### src/rtl/step_motor_pkg.sv
// Shared stepper-motor definitions: the coil phase table, the idle pattern,
// the monitor state encoding and the classification of index jumps.
package step_motor_pkg;

    // Coil patterns for phase indices 0..7 (half-step sequence).
    localparam logic [3:0] PH_0 = 4'b1000;
    localparam logic [3:0] PH_1 = 4'b1100;
    localparam logic [3:0] PH_2 = 4'b0100;
    localparam logic [3:0] PH_3 = 4'b0110;
    localparam logic [3:0] PH_4 = 4'b0010;
    localparam logic [3:0] PH_5 = 4'b0011;
    localparam logic [3:0] PH_6 = 4'b0001;
    localparam logic [3:0] PH_7 = 4'b1001;

    // All coils off.
    localparam logic [3:0] PAT_IDLE = 4'b0000;

    // NOREF: no reference index yet; TRACK: steps are measured against ref_idx.
    typedef enum logic {
        ST_NOREF = 1'b0,
        ST_TRACK = 1'b1
    } state_e;

    // Meaning of (new_idx - ref_idx) mod 8.
    typedef enum logic [2:0] {
        DC_NONE = 3'd0,
        DC_FWD1 = 3'd1,
        DC_FWD2 = 3'd2,
        DC_REV1 = 3'd3,
        DC_REV2 = 3'd4,
        DC_SKIP = 3'd5
    } delta_class_e;

    // Decoded view of one coil pattern.
    typedef struct packed {
        logic [2:0] idx;
        logic       valid;
        logic       idle;
    } phase_info_t;

    function automatic delta_class_e classify_delta(input logic [2:0] delta);
        case (delta)
            3'd1:             return DC_FWD1;
            3'd2:             return DC_FWD2;
            3'd7:             return DC_REV1;
            3'd6:             return DC_REV2;
            3'd3, 3'd4, 3'd5: return DC_SKIP;
            default:          return DC_NONE;
        endcase
    endfunction

endpackage

### src/rtl/phase_decode.sv
// Combinational decode of a coil pattern into its phase index, with flags
// telling whether the pattern is in the phase table or is the idle pattern.
module phase_decode
    import step_motor_pkg::*;
(
    input  logic [3:0]  pattern,
    output phase_info_t info
);

    // Table lookup; anything not in the table and not idle leaves both flags low
    always_comb begin
        // NOTE: every field gets a default before the case so no latch is inferred.
        info = '{idx: 3'd0, valid: 1'b0, idle: 1'b0};
        case (pattern)
            PH_0:     begin info.idx = 3'd0; info.valid = 1'b1; end
            PH_1:     begin info.idx = 3'd1; info.valid = 1'b1; end
            PH_2:     begin info.idx = 3'd2; info.valid = 1'b1; end
            PH_3:     begin info.idx = 3'd3; info.valid = 1'b1; end
            PH_4:     begin info.idx = 3'd4; info.valid = 1'b1; end
            PH_5:     begin info.idx = 3'd5; info.valid = 1'b1; end
            PH_6:     begin info.idx = 3'd6; info.valid = 1'b1; end
            PH_7:     begin info.idx = 3'd7; info.valid = 1'b1; end
            PAT_IDLE: info.idle = 1'b1;
            default:  ;
        endcase
    end

endmodule

### src/rtl/step_phase_monitor.sv
// Step phase monitor: turns the coil-drive pattern back into step events,
// keeps a signed half-step position, measures the step period and flags
// skipped or illegal patterns.
module step_phase_monitor
    import step_motor_pkg::*;
#(
    parameter int FILT_CYC = 2,
    parameter int POS_W    = 16,
    parameter int PER_W    = 24
) (
    input  logic             clk,
    input  logic             resetb,
    input  logic [3:0]       phases,
    input  logic             err_clr,
    output logic             step_strobe,
    output logic             step_dir,
    output logic             step_full,
    output logic [POS_W-1:0] position,
    output logic [PER_W-1:0] step_period,
    output logic             moving,
    output logic             err_skip,
    output logic             err_pat
);

    localparam int                STAB_W    = (FILT_CYC > 0) ? $clog2(FILT_CYC + 1) : 1;
    localparam logic [STAB_W-1:0] STAB_DONE = STAB_W'(FILT_CYC);
    localparam logic [PER_W-1:0]  PER_MAX   = {PER_W{1'b1}};

    logic [3:0]        ph_q;
    logic [3:0]        last_acc;
    logic [STAB_W-1:0] stab_cnt;
    logic              accept;
    phase_info_t       dec;
    logic [2:0]        ref_idx;
    logic [2:0]        delta;
    delta_class_e      dclass;
    state_e            state;
    state_e            state_nxt;
    logic              load_ref;
    logic              do_step;
    logic              set_skip;
    logic              set_pat;
    logic              ev_fwd;
    logic              ev_full;
    logic              first_step;
    logic [PER_W-1:0]  per_cnt;
    logic [POS_W-1:0]  pos_mag;

    // Register the pattern and count how long it has stayed unchanged
    always_ff @(posedge clk) begin
        // NOTE: registers use non-blocking assignments so every block sees pre-edge values.
        if (!resetb) begin
            ph_q     <= PAT_IDLE;
            stab_cnt <= '0;
        end else begin
            ph_q <= phases;
            if (phases != ph_q)
                stab_cnt <= '0;
            else if (stab_cnt != STAB_DONE)
                stab_cnt <= stab_cnt + 1'b1;
        end
    end

    // A stable pattern that differs from the last accepted one is a new event
    assign accept = (stab_cnt == STAB_DONE) && (ph_q != last_acc);

    // Remember the last accepted pattern so a held pattern is reported once
    always_ff @(posedge clk) begin
        if (!resetb)
            last_acc <= PAT_IDLE;
        else if (accept)
            last_acc <= ph_q;
    end

    phase_decode u_decode (
        .pattern (ph_q),
        .info    (dec)
    );

    assign delta  = dec.idx - ref_idx;
    assign dclass = classify_delta(delta);

    // FSM state register
    always_ff @(posedge clk) begin
        if (!resetb)
            state <= ST_NOREF;
        else
            state <= state_nxt;
    end

    // FSM next state: the first accepted valid pattern establishes the reference
    always_comb begin
        state_nxt = state;
        if (state == ST_NOREF && accept && dec.valid)
            state_nxt = ST_TRACK;
    end

    // FSM outputs: classify the accepted pattern into one event for the datapath
    always_comb begin
        load_ref = 1'b0;
        do_step  = 1'b0;
        set_skip = 1'b0;
        set_pat  = 1'b0;
        ev_fwd   = 1'b0;
        ev_full  = 1'b0;
        if (accept) begin
            if (!dec.valid && !dec.idle) begin
                set_pat = 1'b1;
            end else if (dec.valid) begin
                if (state == ST_NOREF) begin
                    load_ref = 1'b1;
                end else begin
                    case (dclass)
                        DC_FWD1: begin do_step = 1'b1; ev_fwd = 1'b1; end
                        DC_FWD2: begin do_step = 1'b1; ev_fwd = 1'b1; ev_full = 1'b1; end
                        DC_REV1: begin do_step = 1'b1; end
                        DC_REV2: begin do_step = 1'b1; ev_full = 1'b1; end
                        DC_SKIP: set_skip = 1'b1;
                        default: ;
                    endcase
                    load_ref = do_step | set_skip;
                end
            end
        end
    end

    // Reference index, and a marker that the next strobe is the first since NOREF
    always_ff @(posedge clk) begin
        if (!resetb) begin
            ref_idx    <= 3'd0;
            first_step <= 1'b0;
        end else begin
            if (load_ref)
                ref_idx <= dec.idx;
            if (load_ref && state == ST_NOREF)
                first_step <= 1'b1;
            else if (do_step)
                first_step <= 1'b0;
        end
    end

    assign pos_mag = ev_full ? POS_W'(2) : POS_W'(1);

    // Step strobe, direction, size and wrapping half-step position
    always_ff @(posedge clk) begin
        if (!resetb) begin
            step_strobe <= 1'b0;
            step_dir    <= 1'b0;
            step_full   <= 1'b0;
            position    <= '0;
        end else begin
            step_strobe <= do_step;
            if (do_step) begin
                step_dir  <= ev_fwd;
                step_full <= ev_full;
                position  <= ev_fwd ? position + pos_mag : position - pos_mag;
            end
        end
    end

    // Saturating period counter, captured period and motion indicator
    always_ff @(posedge clk) begin
        if (!resetb) begin
            per_cnt     <= '0;
            step_period <= '0;
            moving      <= 1'b0;
        end else if (do_step) begin
            per_cnt     <= '0;
            step_period <= first_step ? '0
                         : ((per_cnt == PER_MAX) ? PER_MAX : per_cnt + 1'b1);
            moving      <= 1'b1;
        end else begin
            if (per_cnt != PER_MAX)
                per_cnt <= per_cnt + 1'b1;
            else
                moving <= 1'b0;
        end
    end

    // Sticky error flags; a new error wins over a clear in the same cycle
    always_ff @(posedge clk) begin
        if (!resetb) begin
            err_skip <= 1'b0;
            err_pat  <= 1'b0;
        end else begin
            err_skip <= set_skip | (err_skip & ~err_clr);
            err_pat  <= set_pat  | (err_pat  & ~err_clr);
        end
    end

endmodule

### config.mk
export PLATFORM = sky130hd
export DESIGN_NAME = step_phase_monitor
export DESIGN_NICKNAME = d
export VERILOG_FILES = /design/src/rtl/step_motor_pkg.sv /design/src/rtl/phase_decode.sv /design/src/rtl/step_phase_monitor.sv
export SDC_FILE = /design/constraint.sdc
export NUM_CORES = 1
export LEC_CHECK = 0
export BUFFER_PORTS_ARGS = -buffer_cell sky130_fd_sc_hd__buf_2
export CORE_MARGIN = 3
export CORE_UTILIZATION = 50
export CTS_CLUSTER_DIAMETER = 50
export DETAILED_ROUTE_END_ITERATION = 10
export MAX_ROUTING_LAYER = met4
export PLACE_DENSITY = 0.67
export SLEW_MARGIN = 5
export SYNTH_ARGS = -nofsm -noshare
export SYNTH_HDL_FRONTEND = slang
export SYNTH_SLANG_ARGS = --single-unit
### constraint.sdc
create_clock -name clk -period 5.2 [get_ports clk]
set_input_delay 1.04 -clock clk [delete_from_list [all_inputs] [get_ports clk]]
set_output_delay 1.04 -clock clk [all_outputs]
set_load 0.02 [all_outputs]
==> metrics.md <==
| Metric | Value |
|---|---|
| Setup ws final | `617 ps` |
| Area growth syn-to-layout | `10.2%` |
| Die Span X | `99.3 um` |
| Core ar. | `0.00834 mm2` |
| Initial DRC count | `127` |
| Maximum resistive drop on vdd | `0.137 mV` |
| Synth warn | `0` |
| Tot Pwr | `1.18 mW` |
| Register bit total from synthesis | `85` |
| Final Hold Slack | `460 ps` |
| H-tree Lvls | `3` |
| Slowest stage delay, CP | `470 ps` |
| TritonCTS clock tree | `built` |
| EDFF count, synth | `0` |
| Final Setup Violations | `0` |
| Initial Utilization | `0.522` |
| Non-filler cells, final | `628` |
| DP Worst Slack | `658 ps` |
| Final-report max-slew violation count | `0` |
| Post-detailed-placement half-perimeter wirelength | `6230 um` |
| WL final | `9010 um` |
| Die Ht | `99.3 um` |
| GRT overflow | `0` |
| Worst-path clk slew | `90 ps` |
| Crit-path most repeated cell | `ha_1` |
| Worst rel slew slack | `0.278` |
| Int Power | `0.864 mW` |
| Slowest-stage cell, CP | `ha_1` |
| Die area | `0.00986 mm2` |
| Endpoints failing hold | `0` |
| Clock Power Share | `0.398` |
| WL met1 | `4860 um` |
| RSZ-0062 raised after global routing | `no` |
| Startpoint types | `flop` |
| Worst Path Required | `5460 ps` |
| Placed Area | `0.00459 mm2` |
| Cell Rows | `33` |
| Vias per cell | `5.44` |
| End-of-flow core utilization | `0.575` |
| Unique masters post-synth | `57` |
| Setup Skew | `16.2 ps` |
| Period utilization | `0.881` |
| Status | `finished, final reports clean` |
| Dpl cells | `612` |
| Met2 wire len | `3680 um` |
| Post-CTS Setup Bufs | `0` |
| Crit-path cells | `and2_1, or3_1, ha_1, fa_1, xnor2_1, a21oi_2, nor2_1, nand3_1, ha_1, a211oi_1, o21ai_0, a41oi_1, a21boi_0, xor2_1, o211a_1` |
| Final RePlAce weighted congestion | `0.853` |
| Max Root-Sink Buffers | `2` |
| Buffers added on ports | `52` |
| Delay-heaviest family, CP | `compound AO/OA/AOI/OAI gates` |
| Peak Freq | `218 MHz` |
| DR DRC count | `0` |
| Max FO, Critical Path | `11` |
| ANT cells | `0` |
| Vias in the first global route | `3307` |
| Synth Instances | `476` |
| Per-cell routed wire length | `14.3 um` |
| # resized after CTS | `0` |
| Fin crit period | `4580 ps` |
| I/O pin count | `53` |
| Iteration count of the initial detailed-routing pass | `6` |
| Worst path buffer plus inverter count | `0` |
| Static Leak | `2.06 nW` |
| Hold Path Class | `flop to flop` |
| Switching Power | `0.318 mW` |
| Syn Area/Cell | `9.14 um2` |
| Register area share after synthesis | `0.391` |
| Max-cap check violation count | `0` |
| Synth async-reset ratio | `0` |
| Worst Setup End Kind | `flop` |
| Worst-Margin Slew | `1080 ps` |
| Largest net degree at the start of global routing | `36` |
| First-pass GRT wire length | `15700 um` |
| Finished Cell Area | `0.00479 mm2` |
| Pwr/cell area | `247 mW/mm2` |
| Met3 wire length | `343 um` |
| Netlist Area Pre-Place | `0.00435 mm2` |
| TritonCTS Buffers | `9` |
| Worst Path Arrival | `4850 ps` |
| CTS Hold Bufs | `0` |
| Clock root buffer | `clkbuf_8` |
| Net Count, Synth | `503` |
| CTS sink count | `85` |
| Initial antenna violation count | `0` |
| Via count | `3419` |
| GRT Total Usage | `0.198` |
| Highest metal used | `met4` |
| Final Net Count | `545` |
| Antenna-violating nets left | `0` |
| Combinational Power Share | `0.043` |
| Power share of the sequential group | `0.560` |
| Sw frac | `0.269` |
| Layout cells sized above 1 | `0.157` |
| Top FF cell, synth | `dfxtp_1` |
| Setup TNS | `0 ps` |
| Crit path kind | `flop to flop` |
| Clk_lat worst skew | `370 ps` |
==> synthesized netlist by cell type (3+ instances only) <==
master / instances / share of area
a31oi_1: 3 / 0.0043
a41oi_1: 3 / 0.0060
xor2_1: 18 / 0.036
clkbuf_1: 7 / 0.0060
o21ai_0: 9 / 0.010
and2_1: 11 / 0.016
nand2b_1: 7 / 0.010
nor3_1: 11 / 0.013
a22o_1: 18 / 0.036
buf_6: 6 / 0.016
nor2b_1: 7 / 0.010
buf_2: 5 / 0.0058
a211oi_1: 3 / 0.0052
xnor2_1: 21 / 0.042
and4_1: 3 / 0.0060
mux2i_1: 15 / 0.035
dfxtp_1: 85 / 0.39
a21oi_1: 38 / 0.044
ha_1: 18 / 0.052
inv_1: 12 / 0.010
a21boi_0: 7 / 0.012
nand4_1: 6 / 0.0086
and3_1: 3 / 0.0043
nor4_1: 3 / 0.0043
nand2_1: 44 / 0.038
nand3_1: 16 / 0.018
or3_1: 4 / 0.0058
nor2_1: 36 / 0.031
o2bb2ai_1: 9 / 0.018
a21o_1: 8 / 0.014
==> flip-flops by register name, indices dropped and copies added, names as in the netlist, 2 cells and up <==
signal and count:
last_acc 4, per_cnt 24, ph_q 4, position 16, ref_idx 3, stab_cnt 2
step_period 24
==> power by group through the flow <==
stage | logic [mW] | clock network, mW | registers (mW)
6_report | 0.0504 | 0.470 | 0.662
5_1_grt | 0.0573 | 0.508 | 0.663
4_1_cts | 0.0506 | 0.483 | 0.662
3_5_place_dp | 0.0503 | 0 | 0.677
3_3_place_gp | 0.0497 | 0 | 0.676
2_1_floorplan | 0.0469 | 0 | 0.672
==> logic make-up after synthesis <==
group | after synthesis | synth area share
and+or+nand+nor | 165 | 0.196
AOI/OAI and AO/OA | 118 | 0.192
DFF | 85 | 0.391
xor gates and xnor gates | 39 | 0.0785
buffers and inverters | 34 | 0.0472
adders and majority gates | 20 | 0.0610
muxes | 15 | 0.0345
==> worst min-delay path, delay by kind of cell, from the launching register on <==
family / cells / cell delay (ps)
AO/OA/AOI/OAI: 1 / 50
AND/OR/NAND/NOR: 1 / 50
flip-flops: 1 / 320
==> layer usage <==
| metal | track usage | vias to the layer above |
|---|---|---|
| li1 | - | 1791 |
| met1 | 0.277 | 1550 |
| met2 | 0.288 | 66 |
| met3 | 0.0435 | 12 |
| met4 | 0.0609 | 0 |
| met5 | - | - |
==> area by class of cell <==
cell class	count	area, um2
clock inverters	7	78.8
repair buffers	53	268
clock buffers	9	124
fillers	780	3550
inverters	12	45.0
well taps	105	131
flip-flops and latches	85	1700
multi-input cells	357	2440
==> cells in the final DEF, fill, tap and decap left out, types with 3 or more instances in the layout <==
cell / instances
or3_1: 4
and2_1: 11
clkbuf_8: 9
a21o_1: 8
and4_1: 3
nor4_1: 3
nor2b_1: 7
a31oi_1: 3
and3_1: 3
inv_1: 12
a41oi_1: 3
nand4_1: 6
a211oi_1: 3
nand2b_1: 7
buf_2: 52
o2bb2ai_1: 9
xor2_1: 18
nand3_1: 16
a21boi_0: 7
a21oi_1: 38
ha_1: 18
a22o_1: 18
o21ai_0: 9
dfxtp_1: 85
mux2i_1: 15
nor2_1: 36
nor3_1: 11
nand2_1: 44
xnor2_1: 21
==> final timing paths <==
path,start,endpoint,slack [ps],depth (start not counted)
worst min-delay path,moving$_SDFFE_PN0P_,moving$_SDFFE_PN0P_,460,2
worst max-delay path,ph_q[1]$_SDFF_PN0_,position[12]$_SDFFE_PN0P_,620,15
worst max register to register,ph_q[1]$_SDFF_PN0_,position[12]$_SDFFE_PN0P_,620,15
worst min register to register,moving$_SDFFE_PN0P_,moving$_SDFFE_PN0P_,460,2
Note: power is estimated with default switching activity, not from simulation.
